===== config.mk =====
export PLATFORM = sky130hd
export DESIGN_NAME = uart_tx_fifo
export DESIGN_NICKNAME = d
export VERILOG_FILES = /design/src/rtl/uart_tx_fifo.sv
export SDC_FILE = /design/constraint.sdc
export NUM_CORES = 1
export LEC_CHECK = 0
export CORE_UTILIZATION = 45
export DETAILED_ROUTE_END_ITERATION = 10
export PLACE_DENSITY = 0.63
export SLEW_MARGIN = 20
export SYNTH_ARGS = -nofsm -noshare
export SYNTH_HDL_FRONTEND = slang
export SYNTH_SLANG_ARGS = --single-unit

===== constraint.sdc =====
create_clock -name pclk -period 4.1 [get_ports pclk]
set_clock_uncertainty 0.2 [all_clocks]
set_input_delay 0.82 -clock pclk [delete_from_list [all_inputs] [get_ports pclk]]
set_output_delay 0.82 -clock pclk [all_outputs]
set_load 0.02 [all_outputs]

===== src/rtl/uart_tx_fifo.sv =====
// Transmit byte FIFO between the APB DATA_WT write path and the UART tx serialiser.
// First-word fall-through output, with a level counter, a sticky overflow flag and a low-watermark irq.
module uart_tx_fifo #(
  parameter int unsigned DEPTH = 16,
  parameter int unsigned AW    = 4,
  parameter int unsigned DW    = 8
) (
  input  logic          pclk,
  input  logic          prst,
  input  logic          wr_en,
  input  logic [DW-1:0] wr_data,
  input  logic          flush,
  input  logic          ovf_clr,
  input  logic [AW:0]   thresh,
  input  logic          irq_en,
  output logic          out_valid,
  output logic [DW-1:0] out_data,
  input  logic          out_ready,
  output logic          full,
  output logic          empty,
  output logic [AW:0]   level,
  output logic          overflow,
  output logic          irq
);

  localparam logic [AW:0]   LP_DEPTH = (AW+1)'(DEPTH);
  localparam logic [AW:0]   LP_LV1   = (AW+1)'(1);
  localparam logic [AW-1:0] LP_PTR1  = AW'(1);

  logic [DW-1:0] r_mem [DEPTH];
  logic [AW-1:0] r_wr_ptr;
  logic [AW-1:0] r_rd_ptr;
  logic [AW:0]   r_level;
  logic          r_overflow;

  logic w_full;
  logic w_empty;
  logic w_push;
  logic w_refuse;
  logic w_pop;

  always_comb begin
    w_full   = (r_level == LP_DEPTH);
    w_empty  = (r_level == '0);
    w_push   = wr_en && !w_full;
    w_refuse = wr_en && w_full;
    w_pop    = !w_empty && out_ready;
  end

  // Storage is not reset; out_valid masks stale entries.
  always_ff @(posedge pclk) begin
    if (!prst && !flush && w_push)
      r_mem[r_wr_ptr] <= wr_data;
  end

  always_ff @(posedge pclk) begin
    if (prst) begin
      r_wr_ptr   <= '0;
      r_rd_ptr   <= '0;
      r_level    <= '0;
      r_overflow <= 1'b0;
    end else begin
      // A refused push outranks a coincident clear; flush never touches the flag.
      if (w_refuse)
        r_overflow <= 1'b1;
      else if (ovf_clr)
        r_overflow <= 1'b0;

      if (flush) begin
        r_wr_ptr <= '0;
        r_rd_ptr <= '0;
        r_level  <= '0;
      end else begin
        if (w_push)
          r_wr_ptr <= r_wr_ptr + LP_PTR1;
        if (w_pop)
          r_rd_ptr <= r_rd_ptr + LP_PTR1;
        if (w_push && !w_pop)
          r_level <= r_level + LP_LV1;
        else if (w_pop && !w_push)
          r_level <= r_level - LP_LV1;
      end
    end
  end

  always_comb begin
    out_valid = !w_empty;
    out_data  = r_mem[r_rd_ptr];
    full      = w_full;
    empty     = w_empty;
    level     = r_level;
    overflow  = r_overflow;
    irq       = irq_en && (r_level <= thresh);
  end

endmodule


==> impl_metrics.py <==
metrics = {
    "synthesis": {
        "syn_nets": 372,
        "avgSynthCellArea_um2": 17.6,
        "synthAdderAreaFrac_pct": 3.30,
        "synth-simple-area-share_pct": 5.80,
        "ys_ff_latch": 146,
        "yosys-mux-area-fraction_pct": 12.9,
        "synth.most_common_cell": "edfxtp_1",
        "yosys.area.top_type": "edfxtp_1",
        "syn_inst": 337,
        "ys_seq_area_share_pct": 71.1,
        "synth_cell_type_count": 38,
        "synth_compound_area_share_pct": 4.17,
        "ys.flop_type": "edfxtp_1",
        "syn-cell-area_mm2": 0.00591,
        "synth_top_family_by_area": "multiplexers",
        "synth_top_area_share_pct": 65.0,
        "synth_warnings": 0,
        "synth.top_cells.by_count": "128 x edfxtp_1, 39 x nor2_1, 32 x mux4_2",
        "synth_edf_count": 128,
        "netlist_top_cells_area": "edfxtp_1 65%, mux4_2 12%, dfxtp_1 6.1%, ha_1 3.0%, nor2_1 2.5%",
        "synth-xor-area-share_pct": 1.04,
        "ys_async_sr_fraction_pct": 0,
    },
    "power_and_ir_drop": {
        "p_per_area_mw_per_mm2": 516,
        "peakVddDrop_mv": 0.304,
        "p_leak_nw": 2.44,
    },
    "clock_tree": {
        "post_cts_buffers": 0,
        "path_clk_slew_ps": 60,
        "cts_hold_buf": 0,
        "cts_tree": "yes",
        "cts_root_buffer": "clkbuf_16",
        "cts_max_level": 4,
        "clk_path_buf_depth": 2,
        "cts_made_buffers": 17,
        "cts.sinks": 146,
        "postCtsResizedCells": 0,
        "clk_latency_ps": 420,
    },
    "worst_hold_path": {
        "holdPathStages": 2,
        "hp-start": "r_rd_ptr[3]$_SDFFE_PP0P_",
        "whs_endpoint": "r_rd_ptr[3]$_SDFFE_PP0P_",
        "hp-class": "flip-flop to flip-flop",
    },
    "sta": {
        "setup_violations": 0,
        "hold_violations": 0,
        "tightest_slew_ps": 824,
        "min_period_over_period_pct": 91.3,
        "period_minus_slack_ps": 3740,
        "fin_tns_setup_ps": 0,
        "slew_violations": 0,
        "grt_setup_unrepaired": "no",
        "relSlewSlack_pct": 45.0,
        "max_freq_ghz": 0.267,
    },
    "die": {
        "die_area_mm2": 0.0136,
        "die_x_um": 117,
        "core.rowCount": 41,
        "io-pin-count": 38,
        "initial_core_util_pct": 46.5,
        "dieHeight_um": 117,
        "core_mm2": 0.0127,
    },
    "global_routing": {
        "grtUsageTotal_pct": 18.6,
        "overflow": 0,
        "grt_pass1_wl_um": 17500,
        "antenna_found_initial": 0,
        "grt_max_degree": 33,
        "first_global_vias": 3195,
    },
    "worst_setup_path": {
        "worstReg2RegEnd": "level[4]$_SDFFE_PP0P_",
        "cp.arrival_ps": 2720,
        "cp-start-kind": "input port",
        "worstSetupPathType": "input port to output pin",
        "worst-r2r-setup-slack_ps": 1240,
        "crit_fanout": 3,
        "cp.required_ps": 3080,
        "r2r-start": "level[0]$_SDFFE_PP0P_",
        "r2r_cells": 9,
        "crit_path_end_kind": "output pin",
    },
    "final_layout": {
        "fin_nets": 434,
        "diodes": 0,
        "syn2layout_area_growth_pct": 22.0,
        "drive_above_1_share_pct": 21.1,
        "fill_cells": 1044,
        "design_area_mm2": 0.00721,
    },
    "status": {
        "status": "completed",
    },
    "placed_design": {
        "placed_area_mm2": 0.00660,
        "gp_congestion": 0.780,
        "dp_hpwl_um": 7160,
        "place.port_buffers": 37,
    },
    "routing": {
        "drc": 0,
        "drtIter0Drc": 182,
        "viasPerCell": 5.35,
        "wirelength_um": 11300,
        "dr.pass1.iters": 4,
        "dr_total_vias": 3122,
        "ant_nets": 0,
        "routedWlPerCell_um": 19.3,
    },
    "run": {
        "drv_cap": 0,
    },
}
-- kinds of logic (layout without fill, tap and decap cells) --
logic type	Yosys count	after routing
flip-flops	146	146
AND/OR/NAND/NOR	76	76
multiplexers	36	36
AO/OA/AOI/OAI	32	32
buffers and inverters	25	100
adder cells (fa/ha/maj)	15	15
XOR/XNOR	7	7
-- worst max path at each step --
stage,startpoint,end,slack [ps]
6_report,thresh[4],irq,360
5_1_grt,thresh[4],irq,270
3_5_place_dp,thresh[4],irq,350
4_1_cts,thresh[4],irq,340
2_1_floorplan,thresh[4],irq,1400
3_3_place_gp,thresh[4],irq,400
-- sequential cells by signal, summed over array words and instances (netlist names), named ones only --
signal and cells:
level 5, r_wr_ptr 4, overflow 1, r_mem 128, r_rd_ptr 4
-- report_power, final --
part           total, mW  internal [mW]  switching [mW]
Clock               1.56          0.997           0.564
Sequential          1.66           1.64          0.0273
Combinational      0.497          0.234           0.263
-- per-layer routing --
metal  share of wire (%)  vias to the layer above  track usage (%)
met3                 4.9                       13             4.98
li1                    -                     1443                -
met5                   0                        -                0
met4                 1.2                        0             6.33
met1                  45                     1592             23.8
met2                  49                       74             30.7
-- stage by stage --
step	hold slack (ps)	setup slack, ps	std cells	power (mW)	utilization, %
CTS	297	335	584	3.75	56.7
global route	360	266	584	3.85	56.7
detailed placement	283	349	552	2.20	51.9
floorplan	259	1400	337	2.02	-
finish	300	358	584	3.72	56.7
global placement	278	399	552	2.19	51.9
-- cell type report --
type / instances / area, um2 / share of cell area [%]
Tap cell: 172 / 215 / 2.98
Clock buffer: 26 / 554 / 7.68
Multi-Input combinational cell: 166 / 1610 / 22.3
Timing Repair Buffer: 56 / 526 / 7.29
Clock inverter: 6 / 61.3 / 0.850
Inverter: 12 / 45.0 / 0.624
Sequential cell: 146 / 4210 / 58.3
-- critical path: stages --
cell             delay [ps]
clkdlybuf4s50_1         450
inv_1                    40
ha_1                    310
nand4_1                 120
o21ai_0                 190
o22ai_1                 100
and2_1                  160
clkdlybuf4s50_1         530
-- placed cells by master, fill, tap and decap left out, types with 14 or more instances in the layout --
| master | n |
|---|---|
| nand2_1 | 17 |
| buf_4 | 18 |
| edfxtp_1 | 128 |
| nor2_1 | 39 |
| clkbuf_16 | 21 |
| clkdlybuf4s50_1 | 37 |
| a22oi_1 | 16 |
| dfxtp_1 | 17 |
| ha_1 | 14 |
| mux4_2 | 32 |
No activity file was read; power rests on OpenSTA's default activity.
